**src/rtl/pc_fetch_ctrl.sv**
```systemverilog
// pc_fetch_ctrl
//   Owns the architectural PC and sequences instruction fetch from IM.
//   The held instruction retires on the decode handshake (instr_ready_i & ~stall_i).
//   On retire, npc_i is checked. A legal npc_i is loaded into the PC.
//   An illegal npc_i halts fetch and raises a sticky fault.
//
//   Build option: FETCH_TIMEOUT_EN
//     When defined, builds a WAIT-cycle counter.
//     After TIMEOUT_CYC WAIT cycles with no rvalid, the block faults with code 11.
//     When undefined, no counter is built and WAIT waits indefinitely.
//
// Ports
//   clk_i          clock, rising edge
//   reset_i        asynchronous active-high reset
//   pc_o           current PC (to next-PC logic)
//   npc_i          next PC for the held instruction
//   im_req_o       fetch request
//   im_addr_o      fetch address (= pc_o)
//   im_gnt_i       IM accepts the request this cycle
//   im_rvalid_i    im_rdata_i valid this cycle
//   im_rdata_i     fetched word
//   instr_o        held instruction
//   instr_valid_o  instr_o valid for decode
//   instr_ready_i  decode consumes instr_o
//   stall_i        hazard hold, blocks retire
//   retire_cnt_o   retired-instruction count (wraps)
//   fault_o        sticky fault, fetch halted
//   fault_code_o   01 misaligned npc, 10 npc out of range, 11 fetch timeout
//
// State | Meaning
// FETCH | request outstanding at pc, waiting for grant
// WAIT  | granted, waiting for read data
// HOLD  | instruction held for decode until retire
// HALT  | fault latched, fetch stopped until reset
module pc_fetch_ctrl #(
  parameter logic [31:0] RESET_PC    = 32'h0000_3000,
  parameter logic [31:0] PC_LO       = 32'h0000_3000,
  parameter logic [31:0] PC_HI       = 32'h0000_6FFC,
  parameter int unsigned TIMEOUT_CYC = 16
) (
  input  logic        clk_i,
  input  logic        reset_i,
  output logic [31:0] pc_o,
  input  logic [31:0] npc_i,
  output logic        im_req_o,
  output logic [31:0] im_addr_o,
  input  logic        im_gnt_i,
  input  logic        im_rvalid_i,
  input  logic [31:0] im_rdata_i,
  output logic [31:0] instr_o,
  output logic        instr_valid_o,
  input  logic        instr_ready_i,
  input  logic        stall_i,
  output logic [31:0] retire_cnt_o,
  output logic        fault_o,
  output logic [1:0]  fault_code_o
);

  typedef enum logic [1:0] {
    S_FETCH = 2'd0,
    S_WAIT  = 2'd1,
    S_HOLD  = 2'd2,
    S_HALT  = 2'd3
  } state_t;

  state_t      state_q, state_d;
  // Keeps the request low until the first edge after reset release.
  logic        run_q;
  logic [31:0] pc_q, pc_d;
  logic [31:0] instr_q, instr_d;
  logic [31:0] retire_cnt_q, retire_cnt_d;
  logic        fault_q, fault_d;
  logic [1:0]  fault_code_q, fault_code_d;

  logic        retire;
  logic        npc_misaligned;
  logic        npc_out_of_range;

  assign retire           = instr_ready_i & ~stall_i;
  assign npc_misaligned   = (npc_i[1:0] != 2'b00);
  assign npc_out_of_range = (npc_i < PC_LO) || (npc_i > PC_HI);

`ifdef FETCH_TIMEOUT_EN
  localparam int CNT_W = $clog2(TIMEOUT_CYC + 1);
  logic [CNT_W-1:0] wait_cnt_q, wait_cnt_d;
  logic             wait_expired;

  // Counter holds the number of WAIT cycles already completed.
  // The cycle that completes number TIMEOUT_CYC is the last chance for rvalid.
  assign wait_expired = (wait_cnt_q == CNT_W'(TIMEOUT_CYC - 1));

  always_ff @(posedge clk_i or posedge reset_i) begin
    if (reset_i) wait_cnt_q <= '0;
    else         wait_cnt_q <= wait_cnt_d;
  end
`else
  logic unused_timeout_cyc;
  assign unused_timeout_cyc = (TIMEOUT_CYC != 0);
`endif

  // State register
  always_ff @(posedge clk_i or posedge reset_i) begin
    if (reset_i) begin
      state_q <= S_FETCH;
      run_q   <= 1'b0;
    end else begin
      state_q <= state_d;
      run_q   <= 1'b1;
    end
  end

  always_ff @(posedge clk_i or posedge reset_i) begin
    if (reset_i) begin
      pc_q         <= RESET_PC;
      instr_q      <= '0;
      retire_cnt_q <= '0;
      fault_q      <= 1'b0;
      fault_code_q <= 2'b00;
    end else begin
      pc_q         <= pc_d;
      instr_q      <= instr_d;
      retire_cnt_q <= retire_cnt_d;
      fault_q      <= fault_d;
      fault_code_q <= fault_code_d;
    end
  end

  // Next-state and datapath update
  always_comb begin
    state_d      = state_q;
    pc_d         = pc_q;
    instr_d      = instr_q;
    retire_cnt_d = retire_cnt_q;
    fault_d      = fault_q;
    fault_code_d = fault_code_q;
`ifdef FETCH_TIMEOUT_EN
    wait_cnt_d   = wait_cnt_q;
`endif
    case (state_q)
      S_FETCH: begin
        // rvalid without a grant belongs to a request from before reset
        if (run_q && im_gnt_i) begin
          if (im_rvalid_i) begin
            instr_d = im_rdata_i;
            state_d = S_HOLD;
          end else begin
            state_d = S_WAIT;
`ifdef FETCH_TIMEOUT_EN
            wait_cnt_d = '0;
`endif
          end
        end
      end
      S_WAIT: begin
`ifdef FETCH_TIMEOUT_EN
        wait_cnt_d = wait_cnt_q + CNT_W'(1);
`endif
        if (im_rvalid_i) begin
          instr_d = im_rdata_i;
          state_d = S_HOLD;
        end
`ifdef FETCH_TIMEOUT_EN
        else if (wait_expired) begin
          fault_d      = 1'b1;
          fault_code_d = 2'b11;
          state_d      = S_HALT;
        end
`endif
      end
      S_HOLD: begin
        if (retire) begin
          retire_cnt_d = retire_cnt_q + 32'd1;
          if (npc_misaligned) begin
            fault_d      = 1'b1;
            fault_code_d = 2'b01;
            state_d      = S_HALT;
          end else if (npc_out_of_range) begin
            fault_d      = 1'b1;
            fault_code_d = 2'b10;
            state_d      = S_HALT;
          end else begin
            pc_d    = npc_i;
            state_d = S_FETCH;
          end
        end
      end
      S_HALT: begin
        state_d = S_HALT;
      end
      default: begin
        state_d = S_HALT;
      end
    endcase
  end

  // Outputs
  always_comb begin
    im_req_o      = 1'b0;
    instr_valid_o = 1'b0;
    case (state_q)
      S_FETCH: im_req_o      = run_q;
      S_HOLD:  instr_valid_o = 1'b1;
      default: ;
    endcase
  end

  assign pc_o         = pc_q;
  assign im_addr_o    = pc_q;
  assign instr_o      = instr_q;
  assign retire_cnt_o = retire_cnt_q;
  assign fault_o      = fault_q;
  assign fault_code_o = fault_code_q;

endmodule

```
**config.mk**
```make
export PLATFORM = sky130hd
export DESIGN_NAME = pc_fetch_ctrl
export DESIGN_NICKNAME = d
export VERILOG_FILES = /design/src/rtl/pc_fetch_ctrl.sv
export SDC_FILE = /design/constraint.sdc
export NUM_CORES = 1
export LEC_CHECK = 0
export CAP_MARGIN = 20
export CORE_MARGIN = 2
export CORE_UTILIZATION = 38
export DETAILED_ROUTE_END_ITERATION = 10
export HOLD_SLACK_MARGIN = 0.03
export PLACE_DENSITY = 0.76
export SETUP_SLACK_MARGIN = 0.4
export SLEW_MARGIN = 20
export SYNTH_ARGS = -nofsm -noshare
export SYNTH_HDL_FRONTEND = slang
export SYNTH_SLANG_ARGS = --single-unit
```
**constraint.sdc**
```tcl
create_clock -name clk_i -period 3 [get_ports clk_i]
set_clock_uncertainty 0.2 [all_clocks]
set_input_delay 0.3 -clock clk_i [delete_from_list [all_inputs] [get_ports clk_i]]
set_output_delay 0.3 -clock clk_i [all_outputs]
set_load 0.02 [all_outputs]
```
==> run_results.csv, run 1 <==
group,metric,value,unit
synthesis,ys_seq_area_frac,0.578,
route,vias,3181,
global_route,use_met2,0.294,
setup_path,end_kind,"primary output",
setup_path,cp_top_family,"buffers and inverters",
sta,hold_viol_final,0,
clocking,cts_buffer_depth,2,
sta,worst_slew_pin_slew,770,ps
sta,timing.final.crit_share,0.756,
clocking,cts_root_buf,"clkbuf_16",
global_route,use_met3,0.0512,
setup_path,critical_path_required,2500,ps
synthesis,synth_ff_type,"dfrtp_1",
synthesis,synth_area_per_cell,13.0,um^2
global_route,top_usage_layer,"met2",
global_route,grt_pass1_wl,17500,um
synthesis,ys_ff_latch,102,
route,drtAntennaViolNets,0,
route,drt_wl_total,10500,um
global_route,antenna_found_initial,0,
global_route,grt_usage,0.173,
flow_run,drv_cap,0,
sta,max_slew_margin,0.482,
sta,fin_crit,2270,ps
clocking,postCtsHoldBufs,0,
placed_design,portBuffers,202,
global_route,grt_max_degree,56,
global_route,grt_pass1_vias,3449,
synthesis,synth_top_area_frac,0.566,
setup_path,worstSetupStartpointType,"flip-flop",
pwr,total_power,3.59,mW
route,post_drt_wl_per_cell,15.9,um
die,die_h,112,um
setup_path,cpPeakStageDelay,650,ps
placed_design,gp_congestion,0.787,
route,drc_errors,0,
die,ioPinCount,203,
route,routed_via_density,4.79,
synthesis,syn-instance-count,340,
sta,setup_viol,0,
global_route,overflow,0,
pwr,p_leak,2.88,nW
layout,n_antenna_cell,0,
clocking,clock_sinks,102,
layout,drive_above_1_share,0.159,
synthesis,yosys-top-cells-area,"dfrtp_1 (57%), mux2_2 (12%), buf_4 (5.6%)",
setup_path,crit_arrival,1770,ps
synthesis,ys_warn_count,0,
setup_path,path_cells,"nor2b_1, clkdlybuf4s50_1",
synthesis,syn_area,4420,um^2
setup_path,worst-path-buf-inv,1,
placed_design,dp_slack,568,ps
sta,drv_slew,0,
sta,max_freq,441,MHz
clocking,cts_tree,"yes",
synthesis,yosys.cell_types.count,42,
route,drt_iter0_markers,74,
pwr,pwr_density_cell,538,nW/um^2
synthesis,syn_nets,411,
die,die_area,12500,um^2
clocking,cts.clk_slew.worst_paths,60,ps
layout,final_area,6670,um^2
die,initial_core_util,0.389,
synthesis,synth-edff-count,0,
setup_path,critPathKind,"reg2out",
setup_path,cp_slowest_cell,"clkdlybuf4s50_1",
die,core,11400,um^2
setup_path,crit_fanout,8,
clocking,h-tree-depth,3,
pwr,vdd_drop_max,0.000361,V
sta,rsz0062_at_grt,"false",
outcome,status,"finished, final reports clean",
sta,postLayoutSetupSlackWorst,732,ps
sta,tns,0,ps
synthesis,yosysTopAreaCell,"dfrtp_1",
min_path,min_path_type,"reg2reg",
placed_design,dp_hpwl,7960,um
die,dieWidth,112,um
synthesis,async_flop_share,1.00,
layout,fin_nets,589,
placed_design,placed_area,6380,um^2
clocking,post_cts_buffers,0,
die,rows,39,
clocking,cts_resized,0,
route,dr.pass1.iters,4,
clocking,cts-buffers-inserted,9,
global_route,grt_use_met1,0.213,
clocking,clock_latency,330,ps
layout,area_growth,51.0,%
-- stage by stage --
step,utilization,hold WS [ps],cells
final,0.587,270,664
after global routing,0.587,309,664
after detailed placement,0.561,253,650
after CTS,0.587,272,664
after floorplan,-,250,340
after global placement,0.561,252,650
-- synthesized netlist by cell type, types with 3 or more instances --
cell type and instances:
a21oi_1 3, nor2b_1 21, mux2_2 46, buf_2 4, nor3_1 5, nand2_1 17, dfrtp_1 100, nor3_2 7
xor2_1 14, xnor2_1 17, buf_4 33, nor2_1 7, inv_1 6, nor4_1 6, nand3_1 10, nand4_1 12
-- layout by cell type, fill, tap and decap left out, drive strengths merged, types with 3 or more instances in the layout --
cell type	n
dfrtp	100
nor2b	21
xor2	14
xnor2	17
clkdlybuf4s50	202
clkbuf	13
nor3b	3
nand3	10
mux2	46
nand4	13
nor2	7
inv	5
nor4	8
a21oi	3
nand2	17
buf	5
nor3	12
-- power breakdown --
group | internal [mW] | switching [mW] | leakage (nW)
clock | 0.684 | 0.465 | 0.142
sequential | 1.53 | 0.0955 | 1.34
combinational | 0.450 | 0.365 | 1.40
total | 2.67 | 0.926 | 2.88
-- flip-flops by register name, summed over array words and instances (netlist names) --
register / count
im_addr_o: 32
instr_o: 32
retire_cnt_o: 32
fault_code_o: 2
state_q: 2
fault_o: 1
run_q: 1
-- per-layer routing --
metal	routed length, um	up-vias	part of all wire
li1	-	1489	-
met1	4450	1565	0.42
met2	5260	118	0.50
met3	728	9	0.069
met4	112	0	0.011
met5	0	-	0
-- cell type report --
type	instances	area, um^2
tap	143	179
inverter	6	26.3
timing repair buffer	207	2060
fill	975	4700
multi-input combinational	192	1560
clock buffer	13	260
sequential	102	2550
clock inverter	1	30.0
-- cells by family after synthesis --
group,Yosys count,synth area share
buffers and inverters,46,0.0699
AOI/OAI and AO/OA,8,0.0108
xor gates and xnor gates,31,0.0614
DFF,102,0.578
and+or+nand+nor,104,0.157
other,1,0.000849
muxes,47,0.119
adders and majority gates,1,0.00283
-- final timing paths --
path                            slack [ps]            start  cells after the start               end
worst max-delay path                   730       state_q[1]                      2     instr_valid_o
max in group asynchronous             1790          reset_i                      3  retire_cnt_o[21]
worst min-delay path                   270          fault_o                      1           fault_o
min in group asynchronous              310          reset_i                      3       instr_o[13]
worst min register to register         270          fault_o                      1           fault_o
worst max register to register         870  retire_cnt_o[0]                      5  retire_cnt_o[28]
Power figures use the tool's default switching activity.
==> inputs of run 2 (changes only) <==
CORE_UTILIZATION = 42   (was 38)
PLACE_DENSITY = 0.79   (was 0.76)
clock period = 2.25 ns   (was 3 ns; I/O delays follow)
==> run 2 against run 1 <==
Final cell count increased by 4.4%. Critical path type is now reg2reg. Count of clock-buffer cells in the layout fell by 4. Global-route usage grew 3.0 points. Non-clock buffer count rose by 33. Sequential power grew 33%. Largest power group unchanged. Register-to-register slack worse by 560 ps. Power grew 23%.
==> run_results.csv, run 2 (synthesis gave the netlist of run 1 again) <==
group,metric,value,unit
sta,hold_viol_final,0,
clocking,cts_buffer_depth,2,
die,die_area,11400,um^2
clocking,clock_latency,360,ps
route,drc_errors,0,
global_route,antenna_found_initial,0,
sta,max_slew_margin,0.622,
setup_path,critPathKind,"reg2reg",
die,rows,37,
die,dieWidth,107,um
placed_design,portBuffers,202,
global_route,grt_pass1_wl,18000,um
placed_design,placed_area,6530,um^2
sta,max_freq,516,MHz
route,drt_wl_total,12200,um
die,initial_core_util,0.430,
sta,drv_slew,0,
sta,worst_slew_pin_slew,566,ps
setup_path,worstSetupStartpointType,"flip-flop",
layout,final_cell_mix,"clkdlybuf4s50_1 (136), dfrtp_1 (87), dlymetal6s2s_1 (36)",
layout,area_growth,63.4,%
layout,final_common_cell,"clkdlybuf4s50_1",
clocking,cts-buffers-inserted,9,
placed_design,gp_congestion,0.809,
sta,timing.final.crit_share,0.861,
sta,rsz0062_at_grt,"true",
route,routed_via_density,4.93,
setup_path,crit_fanout,5,
outcome,status,"finished, final reports clean",
global_route,grt_pass1_vias,3600,
global_route,overflow,0,
route,drt_iter0_markers,92,
layout,fin_nets,623,
route,drtAntennaViolNets,0,
setup_path,crit_arrival,2010,ps
route,post_drt_wl_per_cell,17.6,um
clocking,clock_sinks,102,
layout,drive_above_1_share,0.268,
clocking,cts.clk_slew.worst_paths,100,ps
clocking,cts_root_buf,"clkbuf_8",
clocking,h-tree-depth,3,
die,ioPinCount,203,
layout,final_area,7220,um^2
layout,num-fill-cells,784,
setup_path,end_kind,"flip-flop",
setup_path,critical_path_required,2330,ps
layout,n_antenna_cell,0,
global_route,grt_max_degree,48,
route,dr.pass1.iters,4,
min_path,min_path_type,"in2reg",
pwr,vdd_drop_max,0.000365,V
die,core,10300,um^2
layout,final_core_util,0.703,
pwr,pwr_density_cell,610,nW/um^2
sta,setup_viol,0,
flow_run,drv_cap,0,
sta,fin_crit,1940,ps
die,die_h,107,um
route,vias,3419,
pwr,total_power,4.40,mW
global_route,grt_usage,0.203,
clocking,cts_tree,"yes",
pwr,p_leak,3.79,nW
placed_design,dp_hpwl,8470,um
run 2: cell types whose count changed in the layout (fill, tap and decap cells not counted), moves of 3 or more:
cell             delta
clkdlybuf4s50_1    -66
buf_4              +15
mux2_2             -13
nand3_1             -3
mux2_4             +13
dlymetal6s2s_1     +36
dlygate4sd2_1      +28
buf_12              +6
dfrtp_1            -13
clkbuf_16           -7
clkbuf_8            +7
nor4_1              -3
dfrtp_2            +13
buf_6               +8
run 2: metal layers:
layer | up-vias | global-route usage | share of wire
met3 | 19 | 0.0547 | 0.069
li1 | 1562 | - | -
met1 | 1685 | 0.242 | 0.41
met4 | 0 | 0.0724 | 0.022
met5 | - | 0 | 0
met2 | 153 | 0.352 | 0.50
run 2: final cells by class:
cell class              count  area, um^2  share of cell area
flip-flops and latches    102        2570               0.356
clock inverters             7        56.3             0.00780
inverters                   6        26.3             0.00364
multi-input cells         193        1750               0.243
clock buffers               9         124              0.0172
repair buffers            240        2520               0.349
well taps                 136         170              0.0236
run 2: critical path, cell delays in order, from the launching register on:
cell and delay (ps):
dfrtp_1 420, nand4bb_4 330, or4_4 540, nor3b_4 210, xor2_1 150
run 2: worst paths after layout:
check                                         to  slack, ps  cells past startpoint             start
worst max-delay path            retire_cnt_o[30]        310                      4        state_q[0]
worst min-delay path               im_addr_o[13]         30                      2         npc_i[13]
worst max register to register  retire_cnt_o[30]        310                      4        state_q[0]
worst min register to register  retire_cnt_o[31]        270                      1  retire_cnt_o[31]
max in group asynchronous        retire_cnt_o[7]       1140                      3           reset_i
min in group asynchronous          im_addr_o[25]         80                      2           reset_i
run 2: power by group:
group	total, mW	internal [mW]	switching [mW]
Combinational	1.14	0.612	0.531
Clock	1.09	0.419	0.674
Sequential	2.17	2.04	0.125
run 2: per-stage QoR:
step	instances	hold slack (ps)	setup WS (ps)	setup TNS, ps
floorplan	340	175	392	0
global placement	653	252	-140	-2480
detailed placement	653	262	-226	-5140
CTS	677	88.6	296	0
global route	693	29.2	245	0
finish	693	32.2	313	0
run 2: timing repair:
item	in CTS	in global routing
endpoints found under the hold margin	0	2
hold buffers	0	2
pin swaps	4	17
setup buffers	7	10
cloned	1	4
resized for setup	41	80
setup endpoints to repair	74	114
==> RTL edit: new RTL, settings of run 1 <==
Build with the macro `FETCH_TIMEOUT_EN` defined.
--- a/src/rtl/pc_fetch_ctrl.sv
+++ b/src/rtl/pc_fetch_ctrl.sv
@@ -32,6 +32,8 @@
 // WAIT  | granted, waiting for read data
 // HOLD  | instruction held for decode until retire
 // HALT  | fault latched, fetch stopped until reset
+`define FETCH_TIMEOUT_EN
+
 module pc_fetch_ctrl #(
   parameter logic [31:0] RESET_PC    = 32'h0000_3000,
   parameter logic [31:0] PC_LO       = 32'h0000_3000,
Check against the original RTL: no difference found for any inputs over 4 cycles, from zero or initial values and one cycle with reset_i high; that may be too few to reach the edited logic, so the function may still have changed.
==> RTL edit against run 1 <==
Synthesized cell count rose by 6.8%. Global-route usage decreased by 1.1 points. Cell area is 3.0% higher. Non-clock buffer count rose by 1. Setup slack got worse by 110 ps. Sequential cell count rose by 5. Routed wire length up 4.1%. Synthesized area increased by 4.9%. Final cell count up 3.9%. Sequential share of layout area up 0.75 points. Die area increased by 4.7%. Critical path type is now reg2reg.
Power is not compared: it rests on default switching activity, and its combinational part moved more than twofold at a synthesized area within 25%.
==> RTL edit: results <==
[place]
placed_cells = 674
place.gp.congestion = 0.758
io_buffers = 202
placed_area_um2 = 6590
hpwl_mm = 8.38
pre_cts_slack_ps = 317

[worst_setup_path]
worstPathArrival_ps = 2400
r2r-end = "im_addr_o[14]"
slowest_stage = "dfrtp_2"
reg2regPathDepth = 6
r2r_start = "state_q[0]"
critical-path-max-stage-delay_ps = 490
path_delay_family = "simple AND/OR/NAND/NOR gates"
reg2reg_slack_ps = 620
crit_path_max_fanout = 19

[sta]
fmax_mhz = 420
worstMarginPinSlew_ps = 511
whs_ps = 199

[logic_synthesis]
synth.distinct_cells = 39
syn_inst = 363
synth_mux_area_frac = 0.125
synth_compound_area_frac = 0.0238
synth_fp_nets = 436
synthArstFlopShare = 1.00
synthFlopType = "dfrtp_1"
synth_xor_area_frac = 0.0605
synthAdderAreaFrac = 0.00810
synth-seq-area-share = 0.578
ys_warn_count = 0
synth_common_cells = "dfrtp_1, mux2_2, buf_4, nor2b_1, xnor2_1"
synth.area.top_cells = "dfrtp_1, mux2_2, buf_4"

[detailed_routing]
wl_met2_mm = 5.25
met1_length_mm = 4.77
firstDrtPassIters = 4
top_layer_used = "met4"
drt-total-wl_mm = 11.0
via_per_inst = 4.79
drt_iter0_drc = 148
wire_per_inst_um = 15.9
wl_met3_um = 765

[grt]
grt_pass1_vias = 3182
grtUsageMet2 = 0.265
grtUsageMet1 = 0.210
grt_max_degree = 67
grt_pass1_wl_mm = 16.5
grt_use_met3 = 0.0376
grt.total_usage = 0.161

[cts]
htreeDepth = 3
clockBufferDepth = 2
cts_hold_buffers = 0
clkLatencyLatePin_ps = 330
clk_pin_slew_ps = 70

[finish]
nNetsFinal = 611
diodes = 0
drive_gt1_frac = 0.145
num-fill-cells = 1012

[min_path]
hp-class = "in2async"

[pwr]
power.total_w = 0.00278
leakage_nw = 3.08

[outcome]
outcome = "finished, final reports clean"
RTL edit: layout make-up:
cell class,count,area (um^2),area share
Multi-Input combinational cell,206,1620,0.235
Tap cell,147,184,0.0268
Inverter,6,26.3,0.00382
Sequential cell,107,2680,0.390
Clock buffer,11,233,0.0339
Clock inverter,5,37.5,0.00546
Timing Repair Buffer,208,2090,0.304
RTL edit: what timing repair did:
action / 4_1_cts / 5_1_grt
buffers inserted: 0 / 0
setup endpoints to repair: 0 / 26
gates resized for setup: 0 / 3
RTL edit: report_power, final:
part,switching (W),internal (W),leakage [nW]
Clock,0.000510,0.000567,0.126
Combinational,0.0000941,0.000133,1.51
Sequential,0.0000190,0.00146,1.45
RTL edit: worst max path at each step:
stage | end | start
2_1_floorplan | im_addr_o[2] | state_q[0]
3_3_place_gp | im_addr_o[14] | npc_i[0]
3_5_place_dp | im_addr_o[14] | npc_i[0]
4_1_cts | im_addr_o[14] | state_q[0]
5_1_grt | im_addr_o[14] | state_q[0]
6_report | im_addr_o[14] | state_q[0]
